--- src/rtl/prio_enc_pkg.sv ---
// Shared types and helpers for the registered priority encoder.
// Optional rotating priority is enabled by defining PRIO_ENC_ROUND_ROBIN_EN.
package prio_enc_pkg;

    typedef enum logic {
        IDLE    = 1'b0,
        PRESENT = 1'b1
    } state_t;

    // Index width for n request lines, never below one bit.
    function automatic int idx_w(input int n);
        return (n < 2) ? 1 : $clog2(n);
    endfunction

endpackage

--- src/rtl/prio_enc_core.sv ---
// Combinational N->W priority encoder. The search starts at bit 'base' and descends,
// wrapping from 0 to N-1, so bit base+1 (mod N) has the lowest priority.
module prio_enc_core
    import prio_enc_pkg::*;
#(
    parameter  int N = 8,
    localparam int W = idx_w(N)
) (
    input  logic [N-1:0] req,
    input  logic [W-1:0] base,
    output logic [W-1:0] idx,
    output logic         any
);

    int j;

    always_comb begin
        idx = '0;
        any = 1'b0;
        j   = 0;
        // Walk from lowest to highest priority so the highest-priority hit is written last.
        for (int i = N - 1; i >= 0; i--) begin
            j = int'(base) - i;
            if (j < 0) j = j + N;
            if (req[j]) begin
                idx = j[W-1:0];
                any = 1'b1;
            end
        end
    end

endmodule

--- src/rtl/priority_encoder_seq.sv ---
// Registered priority encoder: sticky pending requests drained one index per valid/ready accept.
// Define PRIO_ENC_ROUND_ROBIN_EN for rotating priority; otherwise bit N-1 always wins.
module priority_encoder_seq
    import prio_enc_pkg::*;
#(
    parameter  int N = 8,
    localparam int W = idx_w(N)
) (
    input  logic         clk,
    input  logic         rst_n,
    input  logic [N-1:0] req_in,
    output logic [W-1:0] out_idx,
    output logic         out_vld,
    input  logic         out_rdy,
    output logic [N-1:0] pending
);

    state_t       state;
    logic         accept;
    logic [N-1:0] grant_oh;
    logic [N-1:0] nxt_pend;
    logic [W-1:0] base;
    logic [W-1:0] enc_idx;
    logic         enc_any;

    assign accept   = out_vld & out_rdy;
    assign grant_oh = accept ? (N'(1) << out_idx) : '0;
    // A bit cleared by this accept and set again by req_in stays pending.
    assign nxt_pend = (pending & ~grant_oh) | req_in;

`ifdef PRIO_ENC_ROUND_ROBIN_EN
    logic [W-1:0] ptr;
    logic [W-1:0] acc_base;

    // ptr holds the first bit searched; after accepting k the search resumes at k-1.
    assign acc_base = (out_idx == '0) ? W'(N - 1) : out_idx - W'(1);
    assign base     = accept ? acc_base : ptr;

    always_ff @(posedge clk or negedge rst_n) begin
        if (!rst_n) begin
            ptr <= W'(N - 1);
        end else if (accept) begin
            ptr <= acc_base;
        end
    end
`else
    assign base = W'(N - 1);
`endif

    prio_enc_core #(
        .N (N)
    ) u_core (
        .req  (nxt_pend),
        .base (base),
        .idx  (enc_idx),
        .any  (enc_any)
    );

    always_ff @(posedge clk or negedge rst_n) begin
        if (!rst_n) begin
            pending <= '0;
            state   <= IDLE;
            out_vld <= 1'b0;
            out_idx <= '0;
        end else begin
            pending <= nxt_pend;
            case (state)
                IDLE: begin
                    if (enc_any) begin
                        out_idx <= enc_idx;
                        out_vld <= 1'b1;
                        state   <= PRESENT;
                    end
                end
                PRESENT: begin
                    // No preemption: the presented index only moves on an accept.
                    if (accept) begin
                        if (enc_any) begin
                            out_idx <= enc_idx;
                        end else begin
                            out_vld <= 1'b0;
                            state   <= IDLE;
                        end
                    end
                end
                default: begin
                    out_vld <= 1'b0;
                    state   <= IDLE;
                end
            endcase
        end
    end

endmodule

--- config.mk ---
export PLATFORM = sky130hd
export DESIGN_NAME = priority_encoder_seq
export DESIGN_NICKNAME = d
export VERILOG_FILES = /design/src/rtl/prio_enc_pkg.sv /design/src/rtl/prio_enc_core.sv /design/src/rtl/priority_encoder_seq.sv
export SDC_FILE = /design/constraint.sdc
export NUM_CORES = 1
export LEC_CHECK = 0
export ABC_AREA = 1
export CAP_MARGIN = 20
export CORE_ASPECT_RATIO = 0.7
export CORE_MARGIN = 2
export CORE_UTILIZATION = 55
export CTS_CLUSTER_SIZE = 12
export DETAILED_ROUTE_END_ITERATION = 12
export DONT_BUFFER_PORTS = 1
export GPL_ROUTABILITY_DRIVEN = 1
export PLACE_DENSITY = 0.74
export SLEW_MARGIN = 25
export SYNTH_ARGS = -nofsm -noshare
export SYNTH_HDL_FRONTEND = slang
export SYNTH_HIERARCHICAL = 1
export SYNTH_SLANG_ARGS = --single-unit
--- constraint.sdc ---
create_clock -name clk -period 1.85 [get_ports clk]
set_input_delay 0.0925 -clock clk [delete_from_list [all_inputs] [get_ports clk]]
set_output_delay 0.0925 -clock clk [all_outputs]
set_load 0.03 [all_outputs]
==> results.sh <==
export IMPL_grt_pass1_vias=1399
export IMPL_setup_slack_ns=-0.325
export IMPL_rsz0062_at_grt="yes"
export IMPL_hold_viol_final=0
export IMPL_period_share=1.18
export IMPL_min_delay_path_class="primary input to flip-flop"
export IMPL_async_flop_share=1.00
export IMPL_start_kind="flip-flop"
export IMPL_drive_above_1_share=0.472
export IMPL_tns_ns=-1.23
export IMPL_cp_slowest_cell="dfrtp_2"
export IMPL_numClockSinks=13
export IMPL_numCtsBuffers=3
export IMPL_skew_ns=0.00362
export IMPL_synth_seq_area_share=0.263
export IMPL_nNetsFinal=260
export IMPL_grt_start_max_net_pins=14
export IMPL_ys_ff_latch=13
export IMPL_drt_iter0_drc=118
export IMPL_slew_viol_final=0
export IMPL_worstPathMaxFanout=4
export IMPL_viasPerCell=5.32
export IMPL_finalSetupViolCount=5
export IMPL_dr_pass1_iters=4
export IMPL_layout_common_cells="55 x nand2_1, 45 x buf_4, 25 x nand3_1"
export IMPL_cellPowerDensity_nw_per_um2=661
export IMPL_grt_pass1_wl_mm=6.24
export IMPL_placed_cells=266
export IMPL_rows=14
export IMPL_synth_flop_cell="dfrtp_1"
export IMPL_die_area_um2=2650
export IMPL_overflow=0
export IMPL_initial_core_util=0.580
export IMPL_status="finished with violations"
export IMPL_clk_latency_ns=0.29
export IMPL_gr_usage_all_layers=0.331
export IMPL_postRouteAntennaNets=0
export IMPL_synthTopCellsByArea="dfrtp_1 26%, nand2_1 21%, nand3_1 14%, nand2_2 5.6%, inv_1 5.5%"
export IMPL_cts_buffer_depth=2
export IMPL_place_congestion=0.966
export IMPL_path_clk_slew_ns=0.08
export IMPL_hold_slack_ns=0.0230
export IMPL_instances_no_fill=278
export IMPL_cts_max_level=1
export IMPL_synthCells=195
export IMPL_regToRegSetupSlack_ns=-0.33
export IMPL_critPathArrivalTime_ns=2.36
export IMPL_cts_tree="built"
export IMPL_max_freq_mhz=460
export IMPL_post_dp_cell_area_um2=1600
export IMPL_violations="negative setup slack"
export IMPL_slew_headroom=0.615
export IMPL_wl_per_cell_um=14.0
export IMPL_worstSetupPathType="flip-flop to flip-flop"
export IMPL_place_port_buffers=0
export IMPL_syn_area_um2=1240
export IMPL_die_w_um=60.7
export IMPL_core_um2=2140
export IMPL_yosysTopAreaCell="dfrtp_1"
export IMPL_crit_buf_inv=2
export IMPL_dp_hpwl_mm=2.91
export IMPL_die_y_um=43.7
export IMPL_finalPower_mw=1.16
export IMPL_ys_warn_count=6
export IMPL_drt_total_wl_mm=3.90
export IMPL_maxCapViolations=0
export IMPL_crit_top_cell="nand2_2"
export IMPL_synth_top_area_share=0.263
export IMPL_max_vdd_ir_drop_mv=0.672
export IMPL_worstPathRequired_ns=2.03
export IMPL_mostFrequentLayoutCell="nand2_1"
export IMPL_path_cells="nand2_4, nor2_4, nand2_1, nand2_1, nand2_2, nand2_2, nand3_2, nand3_2, nand2_2, nor4_2, nand4_1, inv_2, nor2_1, o21ai_1, inv_1"
export IMPL_diodes=0
export IMPL_cpPeakStageDelay_ns=0.39
export IMPL_drc_errors=0
export IMPL_synth_edf_count=0
export IMPL_syn_avg_cell_area_um2=6.35
export IMPL_period_minus_slack_ns=2.18
export IMPL_finalInstanceArea_um2=1760
export IMPL_synth_distinct_cells=27
export IMPL_antenna_found_initial=0
export IMPL_utilization=0.821
export IMPL_ios=23
export IMPL_vias=1480
export IMPL_syn_to_final_growth_pct=41.7
export IMPL_p_leak_nw=0.952
export IMPL_critPathTopFamily="simple AND/OR/NAND/NOR gates"
export IMPL_place_ws_ns=-0.234
export IMPL_end_kind="flip-flop"
export IMPL_clock_root_buffer="clkbuf_4"
export IMPL_tightest_slew_ns=0.575
[repair_timing]
action	in CTS	in global routing
gates resized for setup	15	5
setup buffers	5	2
gates cloned	0	0
hold endpoints to repair	13	0
hold buffers	1	0
endpoints found under the setup margin	5	5
pin swaps	10	11
[flip-flops by register name (all words and copies together) (netlist names)]
name and cells:
pending 8, state 1, out_idx 3, out_vld 1
[area by class of cell]
class / count / area, um2
clock buffers: 3 / 22.5
fillers: 138 / 382
multi-input cells: 156 / 898
clock inverters: 1 / 5.00
repair buffers: 46 / 348
well taps: 32 / 40.0
flip-flops and latches: 13 / 330
inverters: 27 / 111
[power by group]
| part | internal [mW] | leakage, nW | switching [mW] |
|---|---|---|---|
| clock network | 0.0807 | 0.0177 | 0.105 |
| logic | 0.254 | 0.810 | 0.374 |
| registers | 0.314 | 0.124 | 0.0319 |
[path summary, 6_finish.rpt]
check / from / endpoint / cells past startpoint
worst max-delay path: out_vld / out_vld / 15
worst min-delay path: out_rdy / out_vld / 3
worst max register to register: out_vld / out_vld / 15
worst min register to register: out_idx[1] / out_idx[1] / 2
max in group asynchronous: rst_n / out_idx[1] / 1
min in group asynchronous: rst_n / pending[3] / 1
[kinds of logic (layout without fill, tap and decap cells)]
logic type	after synthesis	count (layout)	synth area share
and+or+nand+nor	136	136	0.531
buffers and inverters	30	77	0.114
DFF	13	13	0.263
AOI/OAI and AO/OA	12	12	0.0556
adders and majority gates	2	2	0.0202
other	1	5	0.00303
xor gates and xnor gates	1	1	0.0131
[metal layers]
layer / GRT usage / share of wire / vias up
li1: - / - / 721
met1: 0.453 / 0.44 / 697
met4: 0.117 / 0.017 / 0
met3: 0.0806 / 0.066 / 6
met5: 0 / 0 / -
met2: 0.510 / 0.48 / 56
[synthesized netlist by cell type, types with 2 or more instances]
master	number
nand4_1	2
inv_2	7
nor2_1	7
nor2_2	2
nand2_1	69
nand3_2	6
nand3_1	34
ha_1	2
dfrtp_1	13
nand2_2	11
a21oi_1	7
nand2_4	2
buf_6	2
inv_1	18
[worst min-delay path: cells and delay by family]
| family | cells | cell delay [ns] |
|---|---|---|
| AOI/OAI and AO/OA | 1 | 0.07 |
| and+or+nand+nor | 1 | 0.06 |
| buffers and inverters | 1 | 0.06 |
No activity file was read; power rests on OpenSTA's default activity.
